<file path="config.mk">
export PLATFORM = sky130hd
export DESIGN_NAME = debug_trace_recorder
export DESIGN_NICKNAME = d
export VERILOG_FILES = /design/src/rtl/debug_trace_recorder_pkg.sv /design/src/rtl/trace_entry_ram.sv /design/src/rtl/debug_trace_recorder.sv
export SDC_FILE = /design/constraint.sdc
export NUM_CORES = 1
export LEC_CHECK = 0
export BUFFER_PORTS_ARGS = -buffer_cell sky130_fd_sc_hd__buf_2
export CORE_UTILIZATION = 50
export DETAILED_ROUTE_END_ITERATION = 10
export PLACE_DENSITY = 0.67
export SLEW_MARGIN = 20
export SYNTH_ARGS = -nofsm -noshare
export SYNTH_HDL_FRONTEND = slang
export SYNTH_SLANG_ARGS = --single-unit
</file>
<file path="constraint.sdc">
create_clock -name clk -period 6.3 [get_ports clk]
set_clock_uncertainty 0.1 [all_clocks]
set_input_delay 0.315 -clock clk [delete_from_list [all_inputs] [get_ports clk]]
set_output_delay 0.315 -clock clk [all_outputs]
set_load 0.05 [all_outputs]
</file>
<file path="src/rtl/debug_trace_recorder_pkg.sv">
// Shared types and default sizing for the debug trace recorder.
// The recorder FSM encoding is part of the external 'state' port.
package debug_trace_recorder_pkg;

  localparam int TRACE_STAMP_WIDTH         = 32;
  localparam int TRACE_DEFAULT_DEPTH       = 16;
  localparam int TRACE_DEFAULT_ENTRY_WIDTH = 64;

  typedef enum logic [1:0] {
    IDLE  = 2'd0,
    ARMED = 2'd1,
    POST  = 2'd2,
    DONE  = 2'd3
  } trace_recorder_state_e;

endpackage

</file>
<file path="src/rtl/trace_entry_ram.sv">
// Trace storage: DEPTH x WIDTH, one synchronous write port and one
// asynchronous read port, so readout data has no extra latency.
module trace_entry_ram
  import debug_trace_recorder_pkg::*;
#(
  parameter int WIDTH = TRACE_DEFAULT_ENTRY_WIDTH,
  parameter int DEPTH = TRACE_DEFAULT_DEPTH
) (
  input  logic                     clk,
  input  logic                     i_wr_en,
  input  logic [$clog2(DEPTH)-1:0] i_wr_addr,
  input  logic [WIDTH-1:0]         i_wr_data,
  input  logic [$clog2(DEPTH)-1:0] i_rd_addr,
  output logic [WIDTH-1:0]         o_rd_data
);

  logic [WIDTH-1:0] r_mem [DEPTH];

  // NOTE: the array has no reset; a reset would turn it into DEPTH*WIDTH
  // reset flops and block mapping onto distributed RAM.
  // NOTE: sequential state is always assigned with <= so every flop samples
  // pre-edge values regardless of block ordering.
  always_ff @(posedge clk) begin
    if (i_wr_en) r_mem[i_wr_addr] <= i_wr_data;
  end

  assign o_rd_data = r_mem[i_rd_addr];

endmodule

</file>
<file path="src/rtl/debug_trace_recorder.sv">
// Circular trace buffer that freezes around a trigger, keeping pre- and
// post-trigger entries, then streams the frozen window oldest-first.
module debug_trace_recorder
  import debug_trace_recorder_pkg::*;
#(
  parameter int ENTRY_WIDTH = TRACE_DEFAULT_ENTRY_WIDTH,
  parameter int DEPTH       = TRACE_DEFAULT_DEPTH,
  parameter int STAMP_WIDTH = TRACE_STAMP_WIDTH
) (
  input  logic                     clk,
  input  logic                     rst,
  input  logic                     abort,
  input  logic                     arm,
  input  logic                     trigger,
  input  logic [$clog2(DEPTH)-1:0] postCount,
  input  logic                     captureValid,
  input  logic [ENTRY_WIDTH-1:0]   captureData,
  input  logic                     readReady,
  output logic                     readValid,
  output logic [ENTRY_WIDTH-1:0]   readData,
  output logic                     readLast,
  output logic [1:0]               state,
  output logic [$clog2(DEPTH):0]   entryCount,
  output logic [STAMP_WIDTH-1:0]   triggerStamp
);

  localparam int AW = $clog2(DEPTH);
  localparam int CW = AW + 1;
  localparam logic [CW-1:0] FULL_COUNT = CW'(DEPTH);

  trace_recorder_state_e r_state, w_state_nxt;
  logic [AW-1:0]          r_wr_ptr, w_wr_ptr_nxt;
  logic [AW-1:0]          r_rd_ptr, w_rd_ptr_nxt;
  logic [AW-1:0]          r_remaining, w_remaining_nxt;
  logic [CW-1:0]          r_entry_count, w_count_nxt;
  logic [STAMP_WIDTH-1:0] r_trigger_stamp, w_stamp_nxt;
  logic [STAMP_WIDTH-1:0] r_cycle;
  logic                   w_wr_en;
  logic                   w_handshake;
  logic [ENTRY_WIDTH-1:0] w_rd_data;

  always_ff @(posedge clk or posedge rst) begin
    if (rst) r_state <= IDLE;
    else     r_state <= w_state_nxt;
  end

  // In DONE the entry count doubles as the number of entries left to read.
  assign w_handshake = readValid & readReady;

  always_comb begin
    // NOTE: every output of this block gets a default first, so no path
    // leaves a signal unassigned and no latch is inferred.
    w_state_nxt     = r_state;
    w_wr_en         = 1'b0;
    w_wr_ptr_nxt    = r_wr_ptr;
    w_rd_ptr_nxt    = r_rd_ptr;
    w_remaining_nxt = r_remaining;
    w_count_nxt     = r_entry_count;
    w_stamp_nxt     = r_trigger_stamp;

    unique case (r_state)
      IDLE: begin
        if (arm) begin
          w_state_nxt  = ARMED;
          w_wr_ptr_nxt = '0;
          w_count_nxt  = '0;
        end
      end

      ARMED, POST: begin
        if (captureValid) begin
          w_wr_en      = 1'b1;
          w_wr_ptr_nxt = r_wr_ptr + AW'(1);
          if (r_entry_count != FULL_COUNT) w_count_nxt = r_entry_count + CW'(1);
        end
        if (r_state == ARMED && trigger) begin
          w_remaining_nxt = postCount;
          w_stamp_nxt     = r_cycle;
          w_state_nxt     = (postCount == '0) ? DONE : POST;
        end else if (r_state == POST && captureValid) begin
          w_remaining_nxt = r_remaining - AW'(1);
          if (r_remaining == AW'(1)) w_state_nxt = DONE;
        end
        // Oldest surviving entry sits entryCount slots behind the write pointer.
        if (w_state_nxt == DONE) w_rd_ptr_nxt = w_wr_ptr_nxt - w_count_nxt[AW-1:0];
      end

      DONE: begin
        if (r_entry_count == '0) begin
          w_state_nxt = IDLE;
        end else if (w_handshake) begin
          w_rd_ptr_nxt = r_rd_ptr + AW'(1);
          w_count_nxt  = r_entry_count - CW'(1);
          if (r_entry_count == CW'(1)) w_state_nxt = IDLE;
        end
      end
    endcase

    if (abort) begin
      w_state_nxt = IDLE;
      w_wr_en     = 1'b0;
      w_count_nxt = '0;
      w_stamp_nxt = r_trigger_stamp;
    end
  end

  always_ff @(posedge clk or posedge rst) begin
    if (rst) begin
      r_wr_ptr        <= '0;
      r_rd_ptr        <= '0;
      r_remaining     <= '0;
      r_entry_count   <= '0;
      r_trigger_stamp <= '0;
      r_cycle         <= '0;
    end else begin
      r_wr_ptr        <= w_wr_ptr_nxt;
      r_rd_ptr        <= w_rd_ptr_nxt;
      r_remaining     <= w_remaining_nxt;
      r_entry_count   <= w_count_nxt;
      r_trigger_stamp <= w_stamp_nxt;
      r_cycle         <= r_cycle + STAMP_WIDTH'(1);
    end
  end

  trace_entry_ram #(
    .WIDTH (ENTRY_WIDTH),
    .DEPTH (DEPTH)
  ) u_ram (
    .clk       (clk),
    .i_wr_en   (w_wr_en),
    .i_wr_addr (r_wr_ptr),
    .i_wr_data (captureData),
    .i_rd_addr (r_rd_ptr),
    .o_rd_data (w_rd_data)
  );

  assign readValid    = (r_state == DONE) && (r_entry_count != '0);
  assign readLast     = (r_state == DONE) && (r_entry_count == CW'(1));
  assign readData     = w_rd_data;
  assign state        = r_state;
  assign entryCount   = r_entry_count;
  assign triggerStamp = r_trigger_stamp;

endmodule

</file>
Word level (Yosys, flattened, before mapping)
Memory sizes are Yosys's and may differ from the RTL's.
Index checks and enable logic that the tools add are counted.
{ "op_classes": {"eq_ne": 18, "n_mux": 34, "addsub": 7, "reduce_logical": 19, "bitwise": 2} }
{ "op_table": {"columns": ["cell", "count"], "rows": [
  ["$mux 5", 7],
  ["$add 32x1->32 const B", 1],
  ["$mux 4", 8],
  ["$mux 2", 9],
  ["$pmux 4 s2", 2],
  ["$ne 3x3->1 const B", 5],
  ["$pmux 5 s3", 1],
  ["$reduce_and 3->1", 3],
  ["$add 4x1->4 const B", 2],
  ["$ne 2x2->1 const B", 4],
  ["$ne 4x4->1 const B", 2],
  ["$eq 2x2->1 const B", 3],
  ["$mux 1", 6],
  ["$pmux 2 s3", 1],
  ["$reduce_bool 2->1", 3],
  ["$add 5x1->5 const B", 1],
  ["$eq 5x1->1 const B", 1],
  ["$logic_not 5->1", 1],
  ["$ne 5x5->1 const B", 1],
  ["$reduce_and 5->1", 1],
  ["$reduce_bool 5->1", 1],
  ["$sub 5x1->5 const B", 1],
  ["$eq 4x1->1 const B", 1],
  ["$logic_and 1x1->1", 4],
  ["10 further kinds", 11]
]} }
{ "word_totals": {"output_inout_bits": 105, "ramBits": 1024, "mem_count": 1, "ff_bits": 83} }
{ "mem_list": {"columns": ["memory", "words", "word_bits", "read_ports", "rd_ports_with_merged_regs", "wr", "line_no", "text"], "rows": [
  ["u_ram.r_mem", 16, 64, 1, 0, 1, "trace_entry_ram.sv:17", "logic [WIDTH-1:0] r_mem [DEPTH];"]
]} }

Longest topological paths before layout
{ "depth": {"depth_word": 8, "depth_mapped": 12, "mapped_depth_nobuf": 12} }

Cells and area by module
From an unflattened synthesis, not the netlist that was laid out.
{ "unflattened": {"cells_unflattened": 1965, "hier_area_um2": 42519.5} }
{ "by_module_without_submodules": {"columns": ["mod", "n_inst", "cells_each", "seq_area_each_um2", "area_per_inst_um2"], "rows": [
  ["trace_entry_ram", 1, 1583, 30749.5, 38300.5],
  ["debug_trace_recorder", 1, 382, 2077.0, 4219.0]
]} }

Worst setup path before layout
Ideal clock, no wire load.
{ "synth_timing": {"path_type": "register to register", "start": "register r_state[1] (netlist: state[1])", "end": "memory u_ram.r_mem[0][0] in the netlist's numbering, enable pin", "path_stages_with_launch": 7, "n_path_buf": 1, "synth_period_minus_slack_ps": 5025, "arrival_time_ps": 4439, "setup_slack_ps": 1275, "path_cell_list": "dfrtp_1 > inv_1 > ha_1 > buf_2 > nand2b_1 > or3_1 > nor2_1"} }
{ "synth_via": {"elab_chain_cells": 6, "elab_cells_between_ends": 7, "cone_classes": "eq/ne (2); mux (4); reduce/logical (1)"} }
{ "synth_lines": {"columns": ["item", "line_no", "text"], "rows": [
  ["from (decl)", "debug_trace_recorder.sv:31", "trace_recorder_state_e r_state, w_state_nxt;"],
  ["from (signal assigned)", "debug_trace_recorder.sv:44", "else r_state <= w_state_nxt;"],
  ["$eq 2x1->1 / $eq 2x2->1 (equally long branches)", "debug_trace_recorder.sv:61", "unique case (r_state)"],
  ["$reduce_or 2->1 (*)", "debug_trace_recorder.sv:61", null],
  ["$mux 1 (*)", "debug_trace_recorder.sv:61", null],
  ["$mux 1 (*)", "debug_trace_recorder.sv:99", "if (abort) begin"],
  ["$mux 1 (*)", "trace_entry_ram.sv:24", "if (i_wr_en) r_mem[i_wr_addr] <= i_wr_data;"],
  ["$mux 1 (not written as such) (*)", "trace_entry_ram.sv:24", null],
  ["to (decl)", "trace_entry_ram.sv:17", null]
]} }
Mark *: on every way between the ends. The rest lies on a longest branch, timed or not.

Worst setup path in the final report
{ "layout_timing": {"start": "register r_rd_ptr[1]", "end": "output port readData[39]"} }
{ "layout_via": {"elab_chain_cells": 1} }
{ "layout_lines": {"columns": ["item", "line_no", "text"], "rows": [
  ["from (decl)", "debug_trace_recorder.sv:33", "logic [AW-1:0] r_rd_ptr, w_rd_ptr_nxt;"],
  ["from (signal assigned)", "debug_trace_recorder.sv:117", "r_rd_ptr <= w_rd_ptr_nxt;"],
  ["$mem_v2 16x64", null, null],
  ["to (decl)", "debug_trace_recorder.sv:20", "output logic [ENTRY_WIDTH-1:0] readData,"]
]} }
Every way passes these cells.

==> impl_metrics.env <==
export IMPL_numCtsBuffers=110
export IMPL_cts_sinks=1107
export IMPL_worst_pin_slew_ns=0.993
export IMPL_p_sw_uw=7090
export IMPL_maxSlewHeadroom_pct=33.7
export IMPL_ff_latch_area_um2=32800
export IMPL_worst_r2r_path_depth=8
export IMPL_async_flop_share_pct=7.50
export IMPL_rows=107
export IMPL_place_inst=3559
export IMPL_synth_top_area_share_pct=71.1
export IMPL_tns_ns=0
export IMPL_cts_repair_resized=0
export IMPL_initial_utilization_pct=50.6
export IMPL_hold_buffers=70
export IMPL_status="completed"
export IMPL_grt_overflow_total=0
export IMPL_cts_buffer_depth=3
export IMPL_vias=22600
export IMPL_wirelength_um=95500
export IMPL_grt_pass1_wl_um=144000
export IMPL_antenna_left=0
export IMPL_die_h_um=296
export IMPL_postCtsSetupBuffers=0
export IMPL_slew_violations=0
export IMPL_end_kind="output pin"
export IMPL_hold_violations=0
export IMPL_yosys_top_cells_area="edfxtp_1, mux4_2, dfrtp_1, mux2i_1, mux2_2"
export IMPL_netlist_top_cell_by_area="edfxtp_1"
export IMPL_h_tree_depth=3
export IMPL_cell_internal_pwr_uw=13900
export IMPL_cts_clk_slew_worst_paths_ns=0.06
export IMPL_fin_crit_ns=4.13
export IMPL_max_stage_delay_ns=0.82
export IMPL_fmax_ghz=0.242
export IMPL_finalNonFillerCells=3835
export IMPL_cp_start_kind="flip-flop"
export IMPL_layout_nets=2692
export IMPL_die_w_um=296
export IMPL_die_area_um2=87600
export IMPL_rsz0062_at_grt="false"
export IMPL_drc=0
export IMPL_nFillCells=6386
export IMPL_io_pins=180
export IMPL_clkPwrFrac_pct=30.5
export IMPL_cap_violations=0
export IMPL_port_buffers=179
export IMPL_crit_required_ns=5.88
export IMPL_drt_initial_drc_count=1912
export IMPL_track_usage_pct=22.0
export IMPL_dpl_hpwl_um=49600
export IMPL_cp_arrival_ns=3.72
export IMPL_hold_path_endpoint="r_wr_ptr[1]$_DFFE_PP0P_"
export IMPL_clock_latency_ns=0.65
export IMPL_cts_tree="yes"
export IMPL_finalSetupViolCount=0
export IMPL_synth_warnings=0
export IMPL_p_per_area_nw_per_um2=421
export IMPL_crit_type="reg2out"
export IMPL_synth_nets=2408
export IMPL_crit_top_cell="buf_12"
export IMPL_grt_pass1_vias=22900
export IMPL_antenna_found_initial=8
export IMPL_cp_slowest_cell="dfrtp_4"
export IMPL_clockRootBuffer="clkbuf_16"
export IMPL_crit_buf_inv=3
export IMPL_detail_route_first_pass_iterations=7
export IMPL_p_leak_uw=0.0168
export IMPL_place_gp_congestion=0.765
export IMPL_synth_edf_count=1024
export IMPL_timing_rr_start="state[0]$_DFFE_PP0P_"
export IMPL_timing_final_crit_share_pct=65.6
export IMPL_via_per_inst=5.88
export IMPL_core_um2=85400
export IMPL_syn_inst=2313
export IMPL_grt_max_degree=129
export IMPL_crit_chain="buf_12, nor2b_4, buf_12, a221oi_1, o21ai_0, nand2_1, buf_2"
export IMPL_r2r_slack_ns=2.61
export IMPL_synth_cell_area_um2=43200
export IMPL_ys_top_cells_by_count="edfxtp_1, mux2i_1, o21ai_0"
export IMPL_r2r_end="u_ram.r_mem[11][0]$_DFFE_PP_"
export IMPL_multiInputGateArea_um2=9960
export IMPL_synth_main_ff_cell="edfxtp_1"
export IMPL_worstHoldStart="arm"
export IMPL_ys_ff_latch=1107
export IMPL_p_seq_share_pct=39.7
export IMPL_critPathMaxFanout=128
export IMPL_wire_per_inst_um=24.9
export IMPL_ir_drop_mv=0.435
export IMPL_cp_top_family="buffers and inverters"
export IMPL_combPwrFrac_pct=29.8
export IMPL_drive_gt1_share_pct=23.3
export IMPL_ys_seq_area_share_pct=75.9
export IMPL_holdCritPathClass="in2reg"
export IMPL_syn_to_final_growth_pct=15.4
export IMPL_synth_avg_cell_area_um2=18.7
export IMPL_switching_share_pct=33.7
export IMPL_whs_path_depth=3
export IMPL_synth_most_common_cell="edfxtp_1"
export IMPL_synth_cell_types=52
-- worst reg2reg max path: cells and delay by family, from the launching register on --
kind	cells	cell delay, ns
buffers and inverters	3	1.32
AND/OR/NAND/NOR	4	0.74
adder cells (fa/ha/maj)	1	0.68
flip-flops	1	0.44
-- layer usage --
metal  wire, um  up-vias  share of wire (%)  track usage, %
met5         47        -              0.049               0
met4       1990        8                2.1            6.21
met3       5480      145                5.7            3.21
met2      47700      746                 50            36.7
met1      40400    11700                 42            30.4
li1           -     9934                  -               -
-- power groups by stage --
stage	clock (uW)	sequential, uW	combinational [uW]
after floorplan	0	8400	4650
after global placement	0	8480	6210
after detailed placement	0	8490	6280
after CTS	6520	8330	6340
after global routing	6810	8350	6700
final	6400	8330	6260
-- flip-flops by register name, summed over array words and instances (netlist names) --
name,flops
u_ram.r_mem,1024
r_cycle,32
triggerStamp,32
entryCount,5
r_rd_ptr,4
r_remaining,4
r_wr_ptr,4
state,2
-- worst max-delay path by stage --
stage / startpoint / depth (start not counted) / endpoint / slack, ns
final: r_rd_ptr[1]$_DFFE_PP0P_ / 7 / readData[39] / 2.17
after global routing: r_rd_ptr[1]$_DFFE_PP0P_ / 7 / readData[19] / 1.96
after CTS: r_rd_ptr[1]$_DFFE_PP0P_ / 7 / readData[44] / 2.08
after detailed placement: state[0]$_DFFE_PP0P_ / 8 / u_ram.r_mem[9][1]$_DFFE_PP_ / 2.61
after global placement: state[0]$_DFFE_PP0P_ / 8 / u_ram.r_mem[8][1]$_DFFE_PP_ / 2.76
after floorplan: state[1]$_DFFE_PP0P_ / 6 / u_ram.r_mem[0][0]$_DFFE_PP_ / 1.27
-- area by class of cell --
class / instances / area share, %
inverter: 18 / 0.138
clock inverter: 60 / 1.08
timing repair buffer: 291 / 4.14
clock buffer: 143 / 6.00
sequential: 1107 / 65.8
antenna: 3 / 0.0150
tap: 1144 / 2.87
multi-input combinational: 1069 / 20.0
-- layout by cell type, fill, tap and decap left out, drive strengths merged, types with 3 or more instances in the layout --
master          n
edfxtp       1024
clkbuf        143
a22oi          67
dlygate4sd3    70
dfrtp          83
nand2         109
nand4           9
a21oi          76
and3            4
inv            21
clkinv         47
and2            3
a221oi         64
o21ai         152
nor2           45
or3             3
diode           3
ha             19
nand3          16
buf           221
mux2i         195
nand2b          6
xnor2          26
mux2           92
nor3           10
xor2           14
mux4          128
bufinv          9
-- metrics by stage --
step                      util (%)  instance area, um2  hold WS [ns]  worst slack (ns)  power (uW)
after floorplan                  -               43200         0.278              1.27       13000
after global placement        53.5               45700         0.356              2.76       14700
after detailed placement      53.5               45700         0.369              2.61       14800
after CTS                     58.4               49900        0.0119              2.08       21200
after global routing          58.4               49900        0.0561              1.96       21900
final                         58.4               49900        0.0504              2.17       21000
-- logic make-up after synthesis --
family / count (synthesis) / synth area share, %
simple gates: 216 / 2.23
mux: 415 / 13.6
compound gates: 378 / 5.52
fa+ha+maj: 20 / 0.596
xor+xnor: 40 / 0.810
buf+inv: 137 / 1.33
flops: 1107 / 75.9
Power figures use the tool's default switching activity.
